--- src/rtl/microwave_ctrl_pkg.sv ---
// Shared types and constants for the microwave cooking sequencer.
//   state_e   : sequencer states
//   digit_t   : one BCD digit
//   entry_t   : M:SS keypad entry (mins, tens-of-seconds, ones-of-seconds)
//   digit_ok  : keypad filter, true for 0..9
//   entry_ok  : entry may be started (non-zero and tens-of-seconds <= 5)
//   load_digit: digit sent to the timer on LOAD step 0/1/2
package microwave_ctrl_pkg;

    localparam int DIGIT_W   = 4;
    localparam int MAX_TENS  = 5;
    localparam int MAX_DIGIT = 9;

    typedef enum logic [2:0] {
        ST_IDLE  = 3'd0,
        ST_ENTRY = 3'd1,
        ST_LOAD  = 3'd2,
        ST_COOK  = 3'd3,
        ST_PAUSE = 3'd4,
        ST_DONE  = 3'd5
    } state_e;

    typedef logic [DIGIT_W-1:0] digit_t;

    typedef struct packed {
        digit_t mins;
        digit_t tens;
        digit_t ones;
    } entry_t;

    function automatic logic digit_ok(input digit_t d);
        return d <= digit_t'(MAX_DIGIT);
    endfunction

    function automatic logic entry_ok(input entry_t e);
        return (e != '0) && (e.tens <= digit_t'(MAX_TENS));
    endfunction

    // Timer takes the most significant digit first.
    function automatic digit_t load_digit(input entry_t e, input logic [1:0] idx);
        case (idx)
            2'd0:    return e.mins;
            2'd1:    return e.tens;
            default: return e.ones;
        endcase
    endfunction

endpackage

--- src/rtl/microwave_ctrl_if.sv ---
// Sequencer <-> countdown timer connection.
//   timer_data  : digit presented to the timer during load
//   timer_loadn : active-low load strobe, one digit per clk
//   timer_en    : count enable
//   timer_clrn  : active-low one-clk timer clear on cancel
//   timer_zero  : timer reached 0:00
// master = sequencer side, slave = timer side.
interface microwave_ctrl_if;
    import microwave_ctrl_pkg::*;

    digit_t timer_data;
    logic   timer_loadn;
    logic   timer_en;
    logic   timer_clrn;
    logic   timer_zero;

    modport master (
        output timer_data, timer_loadn, timer_en, timer_clrn,
        input  timer_zero
    );

    modport slave (
        input  timer_data, timer_loadn, timer_en, timer_clrn,
        output timer_zero
    );

endinterface

--- src/rtl/microwave_ctrl_entry_buffer.sv ---
// 3-digit BCD keypad entry shift register.
//   clk, clrn  : clock, async active-low reset
//   clear      : synchronous clear to 0:00 (wins over a keypress)
//   shift_en   : sequencer is accepting keys this cycle
//   key_valid  : keypress strobe
//   key_digit  : BCD key; values above 9 are dropped
//   entry      : current M:SS entry
// Each accepted key shifts left, so a 4th digit pushes out the oldest.
module microwave_ctrl_entry_buffer
    import microwave_ctrl_pkg::*;
(
    input  logic   clk,
    input  logic   clrn,
    input  logic   clear,
    input  logic   shift_en,
    input  logic   key_valid,
    input  digit_t key_digit,
    output entry_t entry
);

    always_ff @(posedge clk or negedge clrn) begin
        if (!clrn) begin
            entry <= '0;
        end else if (clear) begin
            entry <= '0;
        end else if (shift_en && key_valid && digit_ok(key_digit)) begin
            entry <= {entry.tens, entry.ones, key_digit};
        end
    end

endmodule

--- src/rtl/microwave_ctrl.sv ---
// Microwave cooking sequencer.
//   clk, clrn         : clock, async active-low reset
//   key_valid/digit   : keypad strobe and BCD digit
//   start, stop       : start/resume and pause/cancel levels
//   door_closed       : door interlock
//   tmr               : countdown timer connection (master side)
//   mag_on            : magnetron enable, drops combinationally on door open
//   beep_on           : end-of-cook beeper, BEEP_CYCLES clks
//   entry_err         : one-clk pulse when a start is refused for a bad entry
//   entry_mins/tens/ones : entry buffer for the display
// Input priority: timer_zero > stop > door open > start.
module microwave_ctrl
    import microwave_ctrl_pkg::*;
#(
    parameter int BEEP_CYCLES = 8
) (
    input  logic   clk,
    input  logic   clrn,
    input  logic   key_valid,
    input  digit_t key_digit,
    input  logic   start,
    input  logic   stop,
    input  logic   door_closed,
    microwave_ctrl_if.master tmr,
    output logic   mag_on,
    output logic   beep_on,
    output logic   entry_err,
    output digit_t entry_mins,
    output digit_t entry_tens,
    output digit_t entry_ones
);

    localparam int              BW        = $clog2(BEEP_CYCLES + 1);
    localparam logic [BW-1:0]   BEEP_LAST = BW'(BEEP_CYCLES - 1);

    state_e          state_q, state_d;
    logic [1:0]      load_cnt_q, load_cnt_d;
    logic [BW-1:0]   beep_cnt_q, beep_cnt_d;
    logic            buf_clear;
    logic            buf_shift;
    logic            err_d;
    logic            clr_pulse;
    logic            key_ok;
    entry_t          entry;

    assign key_ok = key_valid && digit_ok(key_digit);

    // While start or stop is held in ENTRY the buffer is frozen, so a start
    // is judged (and loaded) against exactly what the display shows.
    assign buf_shift = (state_q == ST_IDLE) ||
                       ((state_q == ST_ENTRY) && !start && !stop);

    microwave_ctrl_entry_buffer u_entry (
        .clk       (clk),
        .clrn      (clrn),
        .clear     (buf_clear),
        .shift_en  (buf_shift),
        .key_valid (key_valid),
        .key_digit (key_digit),
        .entry     (entry)
    );

    assign entry_mins = entry.mins;
    assign entry_tens = entry.tens;
    assign entry_ones = entry.ones;

    // Door opening must kill the magnetron without waiting for a clock.
    assign mag_on = (state_q == ST_COOK) && door_closed;

    always_ff @(posedge clk or negedge clrn) begin
        if (!clrn) begin
            state_q    <= ST_IDLE;
            load_cnt_q <= '0;
            beep_cnt_q <= '0;
        end else begin
            state_q    <= state_d;
            load_cnt_q <= load_cnt_d;
            beep_cnt_q <= beep_cnt_d;
        end
    end

    always_comb begin
        state_d    = state_q;
        load_cnt_d = load_cnt_q;
        beep_cnt_d = beep_cnt_q;
        buf_clear  = 1'b0;
        err_d      = 1'b0;
        clr_pulse  = 1'b0;

        case (state_q)
            ST_IDLE: begin
                if (key_ok) state_d = ST_ENTRY;
            end
            ST_ENTRY: begin
                if (stop) begin
                    state_d   = ST_IDLE;
                    buf_clear = 1'b1;
                end else if (start) begin
                    if (!entry_ok(entry)) begin
                        err_d = 1'b1;
                    end else if (door_closed) begin
                        state_d    = ST_LOAD;
                        load_cnt_d = 2'd0;
                    end
                end
            end
            ST_LOAD: begin
                if (load_cnt_q == 2'd2) begin
                    state_d = door_closed ? ST_COOK : ST_PAUSE;
                end else begin
                    load_cnt_d = load_cnt_q + 2'd1;
                end
            end
            ST_COOK: begin
                if (tmr.timer_zero) begin
                    state_d    = ST_DONE;
                    beep_cnt_d = '0;
                end else if (stop || !door_closed) begin
                    state_d = ST_PAUSE;
                end
            end
            ST_PAUSE: begin
                if (stop) begin
                    state_d   = ST_IDLE;
                    buf_clear = 1'b1;
                    clr_pulse = 1'b1;
                end else if (start && door_closed) begin
                    state_d = ST_COOK;
                end
            end
            ST_DONE: begin
                if (stop || (beep_cnt_q == BEEP_LAST)) begin
                    state_d   = ST_IDLE;
                    buf_clear = 1'b1;
                end else begin
                    beep_cnt_d = beep_cnt_q + 1'b1;
                end
            end
            default: begin
                state_d   = ST_IDLE;
                buf_clear = 1'b1;
            end
        endcase
    end

    // Registered outputs are decoded from the next state so they line up
    // with the state they belong to (e.g. timer_en falls on the edge that
    // leaves COOK).
    always_ff @(posedge clk or negedge clrn) begin
        if (!clrn) begin
            tmr.timer_data  <= '0;
            tmr.timer_loadn <= 1'b1;
            tmr.timer_en    <= 1'b0;
            tmr.timer_clrn  <= 1'b1;
            beep_on         <= 1'b0;
            entry_err       <= 1'b0;
        end else begin
            tmr.timer_data  <= (state_d == ST_LOAD) ? load_digit(entry, load_cnt_d) : '0;
            tmr.timer_loadn <= (state_d != ST_LOAD);
            tmr.timer_en    <= (state_d == ST_COOK);
            tmr.timer_clrn  <= !clr_pulse;
            beep_on         <= (state_d == ST_DONE);
            entry_err       <= err_d;
        end
    end

endmodule

--- src/flat_wrapper.sv ---
// flat-port wrapper written by rule: the top's interface ports become plain ports
module microwave_ctrl_flat import microwave_ctrl_pkg::*;
#(
    parameter int BEEP_CYCLES = 8
)
  (clk, clrn, key_valid, key_digit, start, stop, door_closed, mag_on, beep_on, entry_err, entry_mins, entry_tens, entry_ones, tmr_timer_data, tmr_timer_loadn, tmr_timer_en, tmr_timer_clrn, tmr_timer_zero);
  microwave_ctrl_if tmr_i ();
  input  logic clk;
  input  logic clrn;
  input  logic key_valid;
  input  digit_t key_digit;
  input  logic start;
  input  logic stop;
  input  logic door_closed;
  output logic mag_on;
  output logic beep_on;
  output logic entry_err;
  output digit_t entry_mins;
  output digit_t entry_tens;
  output digit_t entry_ones;
  output wire logic [$bits(tmr_i.timer_data)-1:0] tmr_timer_data;
  output wire logic [$bits(tmr_i.timer_loadn)-1:0] tmr_timer_loadn;
  output wire logic [$bits(tmr_i.timer_en)-1:0] tmr_timer_en;
  output wire logic [$bits(tmr_i.timer_clrn)-1:0] tmr_timer_clrn;
  input wire logic [$bits(tmr_i.timer_zero)-1:0] tmr_timer_zero;
  assign tmr_timer_data = tmr_i.timer_data;
  assign tmr_timer_loadn = tmr_i.timer_loadn;
  assign tmr_timer_en = tmr_i.timer_en;
  assign tmr_timer_clrn = tmr_i.timer_clrn;
  assign tmr_i.timer_zero = tmr_timer_zero;
  microwave_ctrl #(.BEEP_CYCLES(BEEP_CYCLES)) u_core (.clk(clk), .clrn(clrn), .key_valid(key_valid), .key_digit(key_digit), .start(start), .stop(stop), .door_closed(door_closed), .tmr(tmr_i), .mag_on(mag_on), .beep_on(beep_on), .entry_err(entry_err), .entry_mins(entry_mins), .entry_tens(entry_tens), .entry_ones(entry_ones));
endmodule
--- config.mk ---
export PLATFORM = sky130hd
export DESIGN_NAME = microwave_ctrl_flat
export DESIGN_NICKNAME = d
export VERILOG_FILES = /design/src/rtl/microwave_ctrl_pkg.sv /design/src/rtl/microwave_ctrl_if.sv /design/src/rtl/microwave_ctrl_entry_buffer.sv /design/src/rtl/microwave_ctrl.sv /design/src/flat_wrapper.sv
export SDC_FILE = /design/constraint.sdc
export NUM_CORES = 1
export LEC_CHECK = 0
export CAP_MARGIN = 30
export CELL_PAD_IN_SITES_DETAIL_PLACEMENT = 0
export CELL_PAD_IN_SITES_GLOBAL_PLACEMENT = 1
export CORE_MARGIN = 2
export CORE_UTILIZATION = 42
export DETAILED_ROUTE_END_ITERATION = 7
export PLACE_DENSITY = 0.91
export SLEW_MARGIN = 20
export SYNTH_ARGS = -nofsm -noshare
export SYNTH_HDL_FRONTEND = slang
export SYNTH_SLANG_ARGS = --single-unit
--- constraint.sdc ---
create_clock -name clk -period 4.6 [get_ports clk]
set_clock_uncertainty 0.1 [all_clocks]
set_input_delay 0.69 -clock clk [delete_from_list [all_inputs] [get_ports clk]]
set_output_delay 0.69 -clock clk [all_outputs]
set_load 0.005 [all_outputs]
==> results of run 1 <==
per-stage QoR:
stage          setup slack, ns  hold slack, ns   util  area, µm²
6_report                  1.81           0.423  0.557       2010
3_3_place_gp              1.79           0.393  0.532       1920
2_1_floorplan             2.40           0.294      -       1550
5_1_grt                   1.76           0.446  0.557       2010
4_1_cts                   1.82           0.435  0.557       2010
3_5_place_dp              1.74           0.426  0.532       1920
flip-flops by register name, indices dropped and copies added (netlist names):
register,flops
u_core.u_entry.entry,12
u_core.tmr.timer_clrn,1
u_core.beep_on,1
u_core.state_q,3
u_core.load_cnt_q,2
u_core.entry_err,1
u_core.beep_cnt_q,4
u_core.tmr.timer_data,4
u_core.tmr.timer_loadn,1
u_core.tmr.timer_en,1
final cells by class:
type | count | area, µm²
timing repair buffer | 33 | 328
inverter | 11 | 41.3
tap | 48 | 60.1
sequential | 30 | 753
clock buffer | 7 | 86.3
clock inverter | 1 | 5.00
fill | 313 | 1600
multi-input combinational | 102 | 734
power by group:
part           total (mW)  internal (mW)  switching, mW  leakage (nW)
combinational       0.562          0.292          0.270         0.534
sequential          0.475          0.357          0.118         0.395
clock               0.217          0.120         0.0964        0.0482
cell families after synthesis:
family,Yosys count
AND/OR/NAND/NOR,48
AO/OA/AOI/OAI,33
flip-flops,30
multiplexers,18
buffers and inverters,15
adder cells (fa/ha/maj),3
metal layers:
layer  global-route usage  wire (µm)  share of wire
met3               0.0347        149          0.042
met1                0.243       1610           0.46
met5                    0          0              0
met4                0.114         38          0.011
met2                0.315       1720           0.49
worst paths after layout:
kind | to | cells past startpoint | start | slack (ns)
setup / recovery | mag_on | 3 | door_closed | 1.81
hold / removal | u_core.beep_cnt_q[0]$_DFFE_PN0P_ | 1 | u_core.beep_cnt_q[0]$_DFFE_PN0P_ | 0.42
setup reg to reg | u_core.tmr.timer_data[3]$_DFF_PN0_ | 5 | u_core.u_entry.entry[2]$_DFFE_PN0P_ | 2.31
hold reg to reg | u_core.beep_cnt_q[0]$_DFFE_PN0P_ | 1 | u_core.beep_cnt_q[0]$_DFFE_PN0P_ | 0.42
max in group asynchronous | u_core.tmr.timer_clrn$_DFF_PN1_ | 2 | clrn | 3.39
min in group asynchronous | u_core.u_entry.entry[8]$_DFFE_PN0P_ | 2 | clrn | 0.69
layout by cell type, fill, tap and decap left out, types with 3 or more instances in the layout:
cell and n:
clkbuf_8 6, a21oi_1 9, mux2i_1 17, ha_1 3, and3_1 3, clkdlybuf4s50_1 32
dfrtp_1 28, nor2_1 15, nand2_1 6, o21ai_0 5, a211oi_1 5, inv_1 11
worst register-to-register path, stage by stage, from the launching register on:
cell	delay [ns]
dfrtp_1	0.43
or4_1	0.60
o31ai_4	0.36
o21ai_1	0.25
mux2i_1	0.18
a211oi_1	0.28
==> flow_metrics.py, run 1 <==
metrics = {
    "die": {
        "ioPinCount": 33,
        "core_area_um2": 3610,
        "dieHeight_um": 64.7,
        "die_w_um": 64.7,
        "start_util": 0.429,
        "dieArea_um2": 4180,
        "row_count": 22,
    },
    "timing": {
        "setup_viol": 0,
        "rsz0062_at_grt": "no",
        "tightest_slew_ns": 0.839,
        "slew_headroom": 0.439,
        "slew_viol_final": 0,
        "hold_violations": 0,
        "setup_tns_ns": 0,
        "fin_crit_ns": 2.79,
        "post-route-period-util": 0.607,
        "max_clock_freq_mhz": 358,
    },
    "critical_path": {
        "crit_chain": "clkdlybuf4s50_1 -> and3_1 -> clkdlybuf4s50_1",
        "cp-end-kind": "output pin",
        "crit_top_cell": "clkdlybuf4s50_1",
        "start_kind": "primary input",
        "required_ns": 3.81,
        "cpMaxStageDelayCell": "clkdlybuf4s50_1",
        "timing.critical_path.buf_inv": 2,
        "cpPeakStageDelay_ns": 0.61,
        "critPathMaxFanout": 7,
        "worstSetupPathType": "primary input to output pin",
        "cp.arrival_ns": 2.00,
        "crit_family": "buffers and inverters",
    },
    "worst_hold_path": {
        "min_path_type": "flop to flop",
    },
    "route": {
        "detail-route-antenna-nets": 0,
        "dr.pass1.iters": 4,
        "wl_per_cell_um": 15.1,
        "viasPerCell": 5.38,
        "routed_wl_um": 3510,
        "drc": 0,
        "vias": 1248,
        "drt_iter0_markers": 56,
    },
    "clock_network": {
        "post-cts-setup-buffers": 0,
        "cts_num_sinks": 30,
        "htree_levels": 2,
        "cts.path.max_buffers": 2,
        "cts_tree": "yes",
        "insertion_delay_ns": 0.29,
        "post_cts_resize_count": 0,
        "root_buffer": "clkbuf_8",
        "cts.clk_slew.worst_paths_ns": 0.06,
        "holdBufCountCts": 0,
        "cts_buffers": 5,
    },
    "logic_synthesis": {
        "synthesis.area_um2": 1550,
        "synth_edf_count": 0,
        "ys.flop_type": "dfrtp_1",
        "synth-async-reset-ratio": 1.00,
        "yosys-top-cells-count": "dfrtp_1, mux2i_1, nor2_1",
        "ys_warn_count": 0,
        "synthMuxAreaShare": 0.117,
        "yosys.area.top_type": "dfrtp_1",
        "synth_fa_ha_area_frac": 0.0243,
        "synth.net_count": 161,
        "seq_area_frac_synth": 0.487,
        "yosys_register_bits": 30,
        "synthXorXnorAreaFrac": 0,
        "synth_top_family_by_area": "simple AND/OR/NAND/NOR gates",
        "synthCells": 147,
        "synth_compound_area_frac": 0.156,
        "synth_area_per_cell_um2": 10.5,
        "ys_top_cells_by_area": "dfrtp_1, mux2i_1, nor2_1, dfstp_2, a21oi_1",
        "synth_top_area_frac": 0.453,
        "yosysMostFrequentCell": "dfrtp_1",
        "ys_types": 45,
        "synth_simple_gate_area_frac": 0.177,
    },
    "grt": {
        "grt.overflow.total": 0,
        "grt_pass1_vias": 1329,
        "antenna_found_initial": 0,
        "grt_max_degree": 31,
        "grt_use_total": 0.194,
        "grt_pass1_wl_um": 6140,
    },
    "cells_and_area": {
        "diodes": 0,
        "nNetsFinal": 197,
        "drive_above_1_share": 0.0978,
        "syn2layout_area_growth_pct": 29.9,
        "fin_cells": 232,
    },
    "power_and_ir_drop": {
        "p_leak_nw": 0.978,
        "power_density_nw_per_um2": 624,
        "total_power_mw": 1.25,
        "irDropWorstVdd_mv": 0.226,
    },
    "placement": {
        "post-dp-hpwl_um": 2560,
        "globalplace.congestion": 0.844,
        "dp.cells": 224,
        "numPortBuffers": 32,
    },
    "job": {
        "maxCapViolCount": 0,
    },
    "outcome": {
        "status": "complete, no violations",
    },
}
(Power assumes the default switching activity.)
==> inputs of run 2 (changes only) <==
CORE_UTILIZATION = 39   (was 42)
PLACE_DENSITY = 0.86   (was 0.91)
clock period = 2.65 ns   (was 4.6 ns; I/O delays follow)
==> run 2 against run 1 <==
Compared with the run above: final area rose by 1.9%; clock-buffer cell count unchanged; cell count increased by 2.2%; via count up 1.7%.
==> flow_metrics.py, run 2 (synthesized netlist as in run 1, its figures left out) <==
metrics = {
    "outcome": {
        "status": "complete, no violations",
    },
    "timing": {
        "max_clock_freq_mhz": 427,
        "holdWs_ns": 0.392,
        "setup_tns_ns": 0,
        "fin_crit_ns": 2.34,
        "slew_viol_final": 0,
        "hold_violations": 0,
        "rsz0062_at_grt": "no",
        "post-route-period-util": 0.884,
        "slew_headroom": 0.656,
        "layout_setup_ws_ns": 0.307,
        "setup_viol": 0,
        "tightest_slew_ns": 0.511,
    },
    "worst_hold_path": {
        "min_path_type": "primary input to async pin",
    },
    "grt": {
        "antenna_found_initial": 0,
        "grt_pass1_wl_um": 6060,
        "grt_pass1_vias": 1316,
        "grt.overflow.total": 0,
        "grt_max_degree": 31,
        "grt_use_total": 0.185,
    },
    "critical_path": {
        "critPathMaxFanout": 16,
        "cp.arrival_ns": 1.85,
        "cpPeakStageDelay_ns": 0.63,
        "cp-end-kind": "output pin",
        "start_kind": "flop",
        "cpMaxStageDelayCell": "dfrtp_1",
        "worstSetupPathType": "flop to output pin",
        "required_ns": 2.15,
        "timing.rr.start": "u_core.u_entry.entry[2]$_DFFE_PN0P_",
        "critPathLaunch": "u_core.state_q[0]$_DFF_PN0_",
        "crit_chain": "nor2b_1 -> and3_1 -> clkdlybuf4s50_1",
        "r2r_slack_ns": 0.40,
    },
    "die": {
        "ioPinCount": 33,
        "core_area_um2": 3740,
        "dieHeight_um": 67.0,
        "dieArea_um2": 4480,
        "die_w_um": 67.0,
        "row_count": 22,
        "start_util": 0.413,
    },
    "cells_and_area": {
        "final_core_util": 0.546,
        "reg.largest.list": "u_core.u_entry.entry x12, u_core.beep_cnt_q x4, u_core.tmr.timer_data x4",
        "registers.top_by_ff_count": "u_core.u_entry.entry",
        "fin_cells": 237,
        "final_common_cell": "clkdlybuf4s50_1",
        "final_area_um2": 2050,
        "diodes": 0,
        "drive_above_1_share": 0.122,
        "largest_reg_flops": 12,
        "nNetsFinal": 202,
        "most-common-layout-cells": "clkdlybuf4s50_1, dfrtp_1, mux2i_1, nor2_1, inv_1",
        "syn2layout_area_growth_pct": 32.3,
    },
    "route": {
        "detail-route-antenna-nets": 0,
        "drc": 0,
        "drt_iter0_markers": 32,
        "viasPerCell": 5.35,
        "vias": 1269,
        "wl_per_cell_um": 14.7,
        "dr.pass1.iters": 4,
        "routed_wl_um": 3480,
    },
    "placement": {
        "globalplace.congestion": 0.847,
        "post-dp-hpwl_um": 2510,
        "dpl_cell_area_um2": 1950,
        "place_ws_ns": 0.142,
        "dp.cells": 229,
        "numPortBuffers": 32,
    },
    "clock_network": {
        "insertion_delay_ns": 0.28,
        "holdBufCountCts": 0,
        "cts.path.max_buffers": 2,
        "post-cts-setup-buffers": 0,
        "root_buffer": "clkbuf_8",
        "post_cts_resize_count": 0,
        "htree_levels": 2,
        "cts_num_sinks": 30,
        "cts_tree": "yes",
        "cts.clk_slew.worst_paths_ns": 0.06,
        "cts_buffers": 5,
    },
    "power_and_ir_drop": {
        "total_power_mw": 2.21,
        "power_density_nw_per_um2": 1080,
        "p_leak_nw": 1.00,
        "irDropWorstVdd_mv": 0.540,
    },
    "job": {
        "maxCapViolCount": 0,
    },
}
==> run 2: path summary, 6_finish.rpt <==
kind | to | depth (start not counted)
max | mag_on | 3
max in group asynchronous | u_core.tmr.timer_loadn$_DFF_PN1_ | 2
min reg2reg | u_core.beep_cnt_q[0]$_DFFE_PN0P_ | 1
max reg2reg | u_core.tmr.timer_data[0]$_DFF_PN0_ | 6
min in group clk | u_core.beep_cnt_q[0]$_DFFE_PN0P_ | 1
min | u_core.beep_cnt_q[2]$_DFFE_PN0P_ | 2
==> run 2: cell type report <==
| class | instances | area [µm²] |
|---|---|---|
| clock buffer | 7 | 86.3 |
| clock inverter | 1 | 5.00 |
| fill | 342 | 1700 |
| inverter | 11 | 41.3 |
| multi-input combinational | 102 | 734 |
| sequential | 30 | 753 |
| tap | 48 | 60.1 |
| timing repair buffer | 38 | 365 |
==> run 2: worst max-delay path: cells and delay by family (launching register included) <==
kind	cells	cell delay, ns
DFF	1	0.63
buffers and inverters	1	0.50
and+or+nand+nor	2	0.43
==> run 2: routing by layer <==
metal / vias to the layer above / wire [µm] / global-route usage
met5: - / 0 / 0
met4: 0 / 72 / 0.110
met3: 6 / 127 / 0.0405
met2: 29 / 1670 / 0.295
met1: 619 / 1610 / 0.227
li1: 615 / - / -
==> run 2: power breakdown <==
group	total (mW)	switching (mW)	internal, mW	leakage [nW]
sequential	0.820	0.200	0.620	0.395
clock	0.378	0.169	0.209	0.0482
combinational	1.01	0.483	0.527	0.559
total	2.21	0.852	1.36	1.00
